$ cat src/rtl/nand2_bist_pkg.sv
`default_nettype none
// ============================================================================
//  Module   : nand2_bist_pkg
//  Purpose  : Shared types and constants for the NAND2 cell BIST engine:
//             FSM state encoding, MISR polynomial/seed, error-count ceiling,
//             and the single-step MISR update function.
//  Ports    : none (package)
//  Revision : 1.0  initial release
// ============================================================================
package nand2_bist_pkg;

    typedef enum logic [2:0] {
        IDLE   = 3'd0,
        APPLY  = 3'd1,
        WAIT   = 3'd2,
        SAMPLE = 3'd3,
        DONE   = 3'd4
    } state_t;

    localparam logic [15:0] MISR_POLY = 16'h1021;
    localparam logic [15:0] MISR_SEED = 16'hFFFF;
    localparam logic [7:0]  ERR_MAX   = 8'd255;

    // One MISR step: shift left, fold the polynomial in when the MSB falls
    // out, then inject the new response bit at the LSB.
    function automatic logic [15:0] misr_step(input logic [15:0] sig,
                                              input logic        din);
        logic [15:0] w_next;
        w_next = {sig[14:0], 1'b0} ^ (sig[15] ? MISR_POLY : 16'h0000);
        w_next = w_next ^ {15'b0, din};
        return w_next;
    endfunction

endpackage
`default_nettype wire

$ cat src/rtl/nand2_bist_if.sv
`default_nettype none
// ============================================================================
//  Module   : nand2_bist_if
//  Purpose  : Bundles the BIST control/status bus and the CUT pin signals.
//  Ports    : start      - run request (controller -> engine)
//             cut_y      - CUT output Y (cell -> engine)
//             cut_a/cut_b- CUT stimulus (engine -> cell)
//             busy, done, pass, err_cnt[7:0], signature[15:0] - status
//             modport slave  : the BIST engine side
//             modport master : controller / cell side
//  Revision : 1.0  initial release
// ============================================================================
interface nand2_bist_if;
    logic        start;
    logic        cut_a;
    logic        cut_b;
    logic        cut_y;
    logic        busy;
    logic        done;
    logic        pass;
    logic [7:0]  err_cnt;
    logic [15:0] signature;

    modport slave (
        input  start, cut_y,
        output cut_a, cut_b, busy, done, pass, err_cnt, signature
    );

    modport master (
        output start, cut_y,
        input  cut_a, cut_b, busy, done, pass, err_cnt, signature
    );
endinterface
`default_nettype wire

$ cat src/rtl/nand2_bist_misr16.sv
`default_nettype none
// ============================================================================
//  Module   : misr16
//  Purpose  : 16-bit multiple-input signature register compacting the CUT
//             response stream.
//  Ports    : CLK   - clock, rising edge
//             R     - synchronous active-low reset (loads the seed)
//             clear - reload the seed (start of a run)
//             en    - fold din into the signature this edge
//             din   - response bit
//             sig   - current signature
//  Revision : 1.0  initial release
// ============================================================================
module misr16
    import nand2_bist_pkg::*;
(
    input  wire logic        CLK,
    input  wire logic        R,
    input  wire logic        clear,
    input  wire logic        en,
    input  wire logic        din,
    output logic [15:0]      sig
);

    logic [15:0] r_sig;

    always_ff @(posedge CLK) begin
        if (!R) begin
            r_sig <= MISR_SEED;
        end else if (clear) begin
            r_sig <= MISR_SEED;
        end else if (en) begin
            r_sig <= misr_step(r_sig, din);
        end
    end

    assign sig = r_sig;

endmodule
`default_nettype wire

$ cat src/rtl/nand2_bist.sv
`default_nettype none
// ============================================================================
//  Module   : nand2_bist
//  Purpose  : BIST engine for a 2-input NAND cell. Applies the exhaustive
//             (A,B) pattern set PASSES times, waits SETTLE cycles per
//             pattern, compares Y against the golden NAND, counts
//             mismatches (saturating) and compacts Y into a MISR signature.
//  Params   : SETTLE - settle cycles before sampling Y (1..15)
//             PASSES - repetitions of the 4-pattern set (1..255)
//  Ports    : CLK - clock, rising edge
//             R   - synchronous active-low reset
//             bus - nand2_bist_if.slave (start, cut_y in; cut_a, cut_b,
//                   busy, done, pass, err_cnt, signature out)
//  Revision : 1.0  initial release
// ============================================================================
module nand2_bist
    import nand2_bist_pkg::*;
#(
    parameter int SETTLE = 2,
    parameter int PASSES = 1
)
(
    input  wire logic        CLK,
    input  wire logic        R,
    nand2_bist_if.slave      bus
);

    localparam logic [3:0] C_SETTLE_LAST = 4'(SETTLE - 1);
    localparam logic [7:0] C_PASS_LAST   = 8'(PASSES - 1);

    state_t      r_state;
    state_t      w_state_next;
    logic        w_launch;
    logic        w_sample;
    logic        w_last;
    logic        w_mismatch;
    logic [7:0]  w_err_next;
    logic [1:0]  w_pat_next;

    logic [1:0]  r_pat;
    logic [7:0]  r_pass_cnt;
    logic [3:0]  r_wait_cnt;
    logic        r_cut_a;
    logic        r_cut_b;
    logic        r_busy;
    logic        r_done;
    logic        r_pass;
    logic [7:0]  r_err;
    logic [15:0] w_sig;

    // ------------------------------------------------------------------
    // Next-state and control strobes
    // ------------------------------------------------------------------
    always_comb begin
        w_state_next = r_state;
        w_launch     = 1'b0;
        w_sample     = 1'b0;
        w_last       = (r_pat == 2'd3) && (r_pass_cnt == C_PASS_LAST);
        unique case (r_state)
            IDLE, DONE: begin
                if (bus.start) begin
                    w_state_next = APPLY;
                    w_launch     = 1'b1;
                end
            end
            APPLY:  w_state_next = WAIT;
            WAIT: begin
                if (r_wait_cnt == C_SETTLE_LAST) begin
                    w_state_next = SAMPLE;
                end
            end
            SAMPLE: begin
                w_sample     = 1'b1;
                w_state_next = w_last ? DONE : APPLY;
            end
            default: w_state_next = IDLE;
        endcase
    end

    // Compare against the golden NAND of the pins actually being driven.
    always_comb begin
        w_mismatch = (bus.cut_y != ~(r_cut_a & r_cut_b));
        w_err_next = r_err;
        if (w_mismatch && (r_err != ERR_MAX)) begin
            w_err_next = r_err + 8'd1;
        end
        w_pat_next = r_pat + 2'd1;
    end

    always_ff @(posedge CLK) begin
        if (!R) begin
            r_state <= IDLE;
        end else begin
            r_state <= w_state_next;
        end
    end

    // ------------------------------------------------------------------
    // Datapath: pattern/pass counters, stimulus, error count, status
    // ------------------------------------------------------------------
    always_ff @(posedge CLK) begin
        if (!R) begin
            r_pat      <= 2'd0;
            r_pass_cnt <= 8'd0;
            r_wait_cnt <= 4'd0;
            r_cut_a    <= 1'b0;
            r_cut_b    <= 1'b0;
            r_err      <= 8'd0;
            r_busy     <= 1'b0;
            r_done     <= 1'b0;
            r_pass     <= 1'b0;
        end else begin
            // Settle counter restarts every time a pattern is applied.
            if (r_state == APPLY) begin
                r_wait_cnt <= 4'd0;
            end else if (r_state == WAIT) begin
                r_wait_cnt <= r_wait_cnt + 4'd1;
            end

            if (w_launch) begin
                r_pat      <= 2'd0;
                r_pass_cnt <= 8'd0;
                r_cut_a    <= 1'b0;
                r_cut_b    <= 1'b0;
                r_err      <= 8'd0;
                r_busy     <= 1'b1;
                r_done     <= 1'b0;
                r_pass     <= 1'b0;
            end else if (w_sample) begin
                r_err <= w_err_next;
                r_pat <= w_pat_next;
                if (r_pat == 2'd3) begin
                    r_pass_cnt <= r_pass_cnt + 8'd1;
                end
                if (w_last) begin
                    // Stimulus holds the final pattern while parked in DONE.
                    r_busy <= 1'b0;
                    r_done <= 1'b1;
                    r_pass <= (w_err_next == 8'd0);
                end else begin
                    r_cut_a <= w_pat_next[1];
                    r_cut_b <= w_pat_next[0];
                end
            end
        end
    end

    misr16 u_misr (
        .CLK   (CLK),
        .R     (R),
        .clear (w_launch),
        .en    (w_sample),
        .din   (bus.cut_y),
        .sig   (w_sig)
    );

    assign bus.cut_a     = r_cut_a;
    assign bus.cut_b     = r_cut_b;
    assign bus.busy      = r_busy;
    assign bus.done      = r_done;
    assign bus.pass      = r_pass;
    assign bus.err_cnt   = r_err;
    assign bus.signature = w_sig;

endmodule
`default_nettype wire

$ cat src/flat_wrapper.sv
// flat-port wrapper written by rule: the top's interface ports become plain ports
module nand2_bist_flat import nand2_bist_pkg::*;
#(
    parameter int SETTLE = 2,
    parameter int PASSES = 1
)
  (CLK, R, bus_start, bus_cut_y, bus_cut_a, bus_cut_b, bus_busy, bus_done, bus_pass, bus_err_cnt, bus_signature);
  nand2_bist_if bus_i ();
  input  wire logic CLK;
  input  wire logic R;
  input wire logic [$bits(bus_i.start)-1:0] bus_start;
  input wire logic [$bits(bus_i.cut_y)-1:0] bus_cut_y;
  output wire logic [$bits(bus_i.cut_a)-1:0] bus_cut_a;
  output wire logic [$bits(bus_i.cut_b)-1:0] bus_cut_b;
  output wire logic [$bits(bus_i.busy)-1:0] bus_busy;
  output wire logic [$bits(bus_i.done)-1:0] bus_done;
  output wire logic [$bits(bus_i.pass)-1:0] bus_pass;
  output wire logic [$bits(bus_i.err_cnt)-1:0] bus_err_cnt;
  output wire logic [$bits(bus_i.signature)-1:0] bus_signature;
  assign bus_i.start = bus_start;
  assign bus_i.cut_y = bus_cut_y;
  assign bus_cut_a = bus_i.cut_a;
  assign bus_cut_b = bus_i.cut_b;
  assign bus_busy = bus_i.busy;
  assign bus_done = bus_i.done;
  assign bus_pass = bus_i.pass;
  assign bus_err_cnt = bus_i.err_cnt;
  assign bus_signature = bus_i.signature;
  nand2_bist #(.SETTLE(SETTLE), .PASSES(PASSES)) u_core (.CLK(CLK), .R(R), .bus(bus_i));
endmodule
$ cat config.mk
export PLATFORM = sky130hd
export DESIGN_NAME = nand2_bist_flat
export DESIGN_NICKNAME = d
export VERILOG_FILES = /design/src/rtl/nand2_bist_pkg.sv /design/src/rtl/nand2_bist_if.sv /design/src/rtl/nand2_bist_misr16.sv /design/src/rtl/nand2_bist.sv /design/src/flat_wrapper.sv
export SDC_FILE = /design/constraint.sdc
export NUM_CORES = 1
export LEC_CHECK = 0
export CORE_MARGIN = 5
export CORE_UTILIZATION = 48
export DETAILED_ROUTE_END_ITERATION = 16
export PLACE_DENSITY = 0.73
export SYNTH_ARGS = -nofsm -noshare
export SYNTH_HDL_FRONTEND = slang
export SYNTH_SLANG_ARGS = --single-unit
$ cat constraint.sdc
create_clock -name CLK -period 1.8 [get_ports CLK]
set_input_delay 0.54 -clock CLK [delete_from_list [all_inputs] [get_ports CLK]]
set_output_delay 0.54 -clock CLK [all_outputs]
set_load 0.005 [all_outputs]
# ---- Yosys cells after proc, flatten, opt, wreduce, memory -nomap -nowiden
# Index checks and enable logic that the tools add are counted.
dict set report op_classes {
  n_eq_ne 10
  mux 12
  bitwise 6
  n_reduce_logical 15
  n_addsub 4
}
# operator count
set ops {}
lappend ops {{$add 8x1->8 const B} 2}
lappend ops {{$logic_not 8->1} 2}
lappend ops {{$xor 16x1->16} 1}
lappend ops {{$xor 16x13->16} 1}
lappend ops {{$mux 13} 1}
lappend ops {{$pmux 3 s4} 1}
lappend ops {{$reduce_and 2->1} 5}
lappend ops {{$mux 3} 3}
lappend ops {{$mux 8} 1}
lappend ops {{$ne 8x8->1 const B} 1}
lappend ops {{$eq 3x2->1 const B} 2}
lappend ops {{$mux 1} 6}
lappend ops {{$reduce_or 2->1} 3}
lappend ops {{$add 4x1->4 const B} 1}
lappend ops {{$eq 4x1->1 const B} 1}
lappend ops {{$reduce_bool 2->1} 2}
lappend ops {{$eq 3x1->1 const B} 1}
lappend ops {{$eq 3x3->1 const B} 1}
lappend ops {{$logic_not 3->1} 1}
lappend ops {{$not 1->1} 3}
lappend ops {{$add 2x1->2 const B} 1}
lappend ops {{$eq 2x2->1 const B} 1}
lappend ops {{$logic_and 1x1->1} 2}
lappend ops {{$ne 2x1->1 const B} 1}
lappend ops {{3 further kinds} 3}
dict set report totals {
  input_bits 4
  out_inout_bits 29
  regBits 46
  wordCells 58
}

# ---- Logic depth before layout (Yosys ltp)
dict set report depth {
  word_depth 6
  depth_mapped 7
  depth_no_buf 7
}

# ---- Modules after synthesis
# From an unflattened synthesis, not the netlist that was laid out.
dict set report hier_totals {
  hier_cells 244
  area_unflattened_um2 2197.1
}
# module seq_area_each_um2 cells_each n_inst area_each_um2
set by_module_without_submodules {}
lappend by_module_without_submodules {nand2_bist 600.6 187 1 1571.5}
lappend by_module_without_submodules {misr16 320.3 57 1 625.6}

# ---- Worst setup path before layout
# No wires, ideal clock.
dict set report synth_timing {
  path_kind {register to register}
  start {register u_core.r_err[0], in the netlist u_core.bus.err_cnt[0]}
  end {register u_core.r_pass, in the netlist u_core.bus.pass}
  setup_ns 0.084
  path_slack_ns -0.177
  arrival_time_ns 1.893
  path_buffers 1
  synth_period_minus_slack_ns 1.977
  t_required_ns 1.716
  stages_incl_launch_ff 8
  cell_sequence {dfxtp_1 -> ha_1 -> nand3_1 -> o211ai_1 -> clkbuf_1 -> nand2_1 -> a2111o_1 -> o31ai_2}
}
dict set report synth_via {
  elab_chain_len 4
  elab_cells_between_ends 5
  classes_between {add/sub: 1; eq/ne: 1; mux: 1; reduce/logical: 2}
}
# item line
set synth_rtl {}
lappend synth_rtl {{start: declaration} nand2_bist.sv:48} ;# logic [7:0] r_err;
lappend synth_rtl {{start signal: assignment} nand2_bist.sv:130} ;# r_err <= w_err_next;
lappend synth_rtl {{branches (longest 2 deep; another with $add 8x1->8)} --}
lappend synth_rtl {{$mux 8 (*)} nand2_bist.sv:84} ;# if (w_mismatch && (r_err != ERR_MAX)) begin
lappend synth_rtl {{$logic_not 8->1 (*)} nand2_bist.sv:139} ;# r_pass <= (w_err_next == 8'd0);
lappend synth_rtl {{end signal: assignment} nand2_bist.sv:139}
lappend synth_rtl {{end: declaration} nand2_bist.sv:47} ;# logic r_pass;
# Mark *: on every way between the ends.
# A chain may end at the register's enable or synchronous reset.

# ---- Worst setup path after layout
dict set report layout_timing {
  start {input bus_cut_y}
  end {register u_core.r_pass, in the netlist u_core.bus.pass}
}
dict set report layout_via {
  elab_chain_len 4
}
# item line
set layout_rtl {}
lappend layout_rtl {{start: declaration} flat_wrapper.sv:12} ;# input wire logic [$bits(bus_i.cut_y)-1:0] bus_cut_y;
lappend layout_rtl {{$ne 1x1->1} nand2_bist.sv:82} ;# w_mismatch = (bus.cut_y != ~(r_cut_a & r_cut_b));
lappend layout_rtl {{$logic_and 1x1->1} nand2_bist.sv:84}
lappend layout_rtl {{$mux 8} nand2_bist.sv:84}
lappend layout_rtl {{$logic_not 8->1} nand2_bist.sv:139}
# Every way passes these cells.

==> key figures <==
Timing
  – Fin Clk Skew: 0.00985 ns
  – F_max: around 560 MHz
  – Fin. max-slew vios: 0
  – Final Cycle Share: 99.7%
  – Minimum clock period: 1.80 ns
  – Slew at the pin closest to its max-slew limit: between 0.3 and 0.4 ns
  – WHS: 0.456 ns
  – Final Hold Fails: 0
  – Slew HR: 76.9%
  – Final Setup Violations: 0
  – Unrepaired setup endpoints after global routing: true
  – Post-route setup TNS: 0 ns

Die
  – Die area: 5900 µm²
  – I/O pins: 33
  – Site Rows: 24
  – Die width: about 77 µm
  – Die Ht: 76.8 µm
  – CORE AREA: around 4400 µm²
  – Starting Density: 49.2%

Worst setup path
  – Crit-path cells: clkdlybuf4s15_1 -> nand3b_1 -> nor4bb_4 -> mux2_4 -> a2111o_1 -> o31ai_2
  – Worst setup EP type: register
  – Crit path DAT: slightly above 2 ns
  – Required @ worst endpoint: 2.03 ns
  – Crit path largest cell delay: 0.34 ns
  – CP Max Fanout: 3
  – Worst r2r dst: u_core.bus.pass
  – Family with the most delay on the worst path: simple AND/OR/NAND/NOR gates
  – Reg-to-Reg Start: u_core.bus.err_cnt[1]
  – Slowest cell on the critical path: mux2_4
  – WS Path Type: in2reg
  – Startpoint types: primary input
  – Worst R2R Path Depth: 6
  – Worst reg-to-reg setup slack: 0.02 ns
  – Worst Path Buf+Inv: 1

Layout
  – Share of cells above drive strength 1: 19.4%
  – N_diodes: 0
  – Layout Nets: between 300 and 400
  – Synthesis-to-finish area growth: 34.6%
  – Fill count: 382
  – Non-Filler Instances: 372
  – Post-route cell area: 2880 µm²

GRT
  – Vias in the first global route: 1797
  – Grt ovf: 0
  – GR Util All Layers: between 15 and 20%
  – Initial antenna violation count: 0
  – First-pass GRT wire length: ~8.4 mm
  – Largest net degree at the start of global routing: 22

Clock network
  – Clock Path Buffers: 2
  – Clk root buf: clkbuf_8
  – Clock latency at the later pin of the worst-skew pair: 0.31 ns
  – Sink Count: 46
  – CTS clk-pin slew, worst paths: approximately 0.090 ns
  – Htree depth: 2
  – Hold Buf Count CTS: 0
  – Total CTS buffers: 5
  – CTS tree: built

Yosys
  – Register area share after synthesis: 43.0%
  – Synth area leaders: dfxtp_1 (43%), nand2_1 (8.9%), nand3_1 (5.4%)
  – Synth warnings: 0
  – Syn_nets: 270
  – Top cell type's share of synthesized area: approximately 43%
  – EDFF count, synth: 0
  – Synth unique cells: a little over 40
  – Syn Area/Cell: roughly 8 µm²
  – Most frequent cell after synthesis: nand2_1
  – Synth area leader: dfxtp_1
  – Synth Instances: 260
  – Synth cell count leaders: nand2_1 (51), dfxtp_1 (46), nor2_1 (26)
  – Asr flop ratio synth: 0%
  – Dominant synthesized flop cell: dfxtp_1
  – Yosys reg bits: 46
  – Mapped Area: 2140 µm²

Pwr
  – Overall Power: 2.04 mW
  – VDD IR max: 0.000399 V
  – Leakage power: 1.23 nW
  – Pwr/cell area: a little over 700 nW/µm²

Placement
  – RD Place Congestion: about 0.74
  – Port bufs: 32
  – Detail Placement HPWL: 3.35 mm
  – DP Area: 2710 µm²
  – Placed Cells: between 300 and 400

Hold path
  – Worst Hold Depth: 2
  – Worst hold start: u_core.bus.done
  – Hold Crit Class: reg2reg
  – Hold EP: u_core.bus.done

Drt
  – Drt wl/cell: 13.2 µm
  – Via count: 1965
  – Via density: 5.28
  – DRT Pass-1 Iters: 4
  – Residual DRC count: 0
  – Antenna viol nets, final: 0
  – DR iter-0 viols: between 90 and 100
  – Post-Route WL: between 4 and 5 mm

Outcome
  – Status: complete, no violations

Flow run
  – Max_cap viols: 0
## layer usage
| layer | global-route usage [%] | part of all wire (%) |
|---|---|---|
| met1 | 22.8 | 47 |
| met2 | 26.4 | 46 |
| met3 | 4.22 | 4.3 |
| met4 | 6.82 | 2.1 |
| met5 | 0 | 0 |
## worst max-delay path by stage
stage,startpoint,end,slack [ns],depth (start not counted)
finish,bus_cut_y,u_core.bus.pass,0.005,6
global route,bus_cut_y,u_core.bus.pass,-0.03,6
CTS,bus_cut_y,u_core.bus.pass,-0.05,6
detailed placement,bus_cut_y,u_core.bus.pass,-0.63,6
global placement,bus_cut_y,u_core.bus.pass,-0.58,6
floorplan,bus_cut_y,u_core.bus.pass,-0.03,5
## cell usage in the layout, fill, tap and decap left out, drive strengths merged, types with 4 or more instances in the layout
| master | synthesis | routed |
|---|---|---|
| clkdlybuf4s50 | 0 | 23 |
| o21ai | 6 | 6 |
| nand4 | 4 | 4 |
| a21oi | 9 | 9 |
| xnor2 | 13 | 13 |
| xor2 | 7 | 7 |
| inv | 7 | 9 |
| nand3 | 23 | 23 |
| nor2 | 26 | 26 |
| o211ai | 5 | 5 |
| dlygate4sd2 | 0 | 8 |
| clkbuf | 10 | 5 |
| dfxtp | 46 | 46 |
| buf | 4 | 34 |
| nand2 | 51 | 51 |
| a21boi | 5 | 5 |
| nor3 | 5 | 5 |
| ha | 6 | 6 |
## logic make-up after synthesis
family / after synthesis / share of synthesized area (%)
mux: 2 / 0.993
compound gates: 35 / 11.2
simple gates: 130 / 29.3
buf+inv: 21 / 3.80
flops: 46 / 43.0
xor+xnor: 20 / 8.18
fa+ha+maj: 6 / 3.50
## registers in the layout (all words and copies together) (netlist names)
signal and cells:
u_core.u_misr.sig 16, u_core.bus.err_cnt 8, u_core.r_pass_cnt 8, u_core.r_wait_cnt 4, u_core.r_state 3, u_core.r_pat 2
u_core.bus.busy 1, u_core.bus.cut_a 1, u_core.bus.cut_b 1, u_core.bus.done 1, u_core.bus.pass 1
## repair_timing
item                       CTS  global route
pin swaps                    1             4
resized for setup           20             3
buffers inserted             2             5
setup endpoints to repair   10             3
## power by group
part           leakage, nW  internal, mW  switching, mW
sequential           0.378          1.05         0.0305
clock               0.0491         0.282          0.385
combinational        0.808         0.143          0.155
total                 1.23          1.47          0.570
## worst register-to-register path, cell delays in order (launching register included)
cell	delay, ns
dfxtp_2	0.36
ha_4	0.15
nand3_4	0.08
nor4bb_4	0.31
mux2_4	0.34
a2111o_1	0.30
o31ai_2	0.16
## layout make-up
class / count / area [µm²] / area share (%)
Inverter: 7 / 26.3 / 0.911
Timing Repair Buffer: 66 / 578 / 20.0
Multi-Input combinational cell: 193 / 1190 / 41.1
Clock buffer: 5 / 68.8 / 2.39
Sequential cell: 46 / 936 / 32.5
Tap cell: 52 / 65.1 / 2.26
Clock inverter: 3 / 23.8 / 0.824
## per-stage QoR
step                setup slack, ns  util [%]
detailed placement           -0.632      62.2
global route                -0.0306      66.2
floorplan                   -0.0312         -
finish                      0.00499      66.2
CTS                         -0.0500      65.1
global placement             -0.584      62.2
No activity file was read; power rests on OpenSTA's default activity.
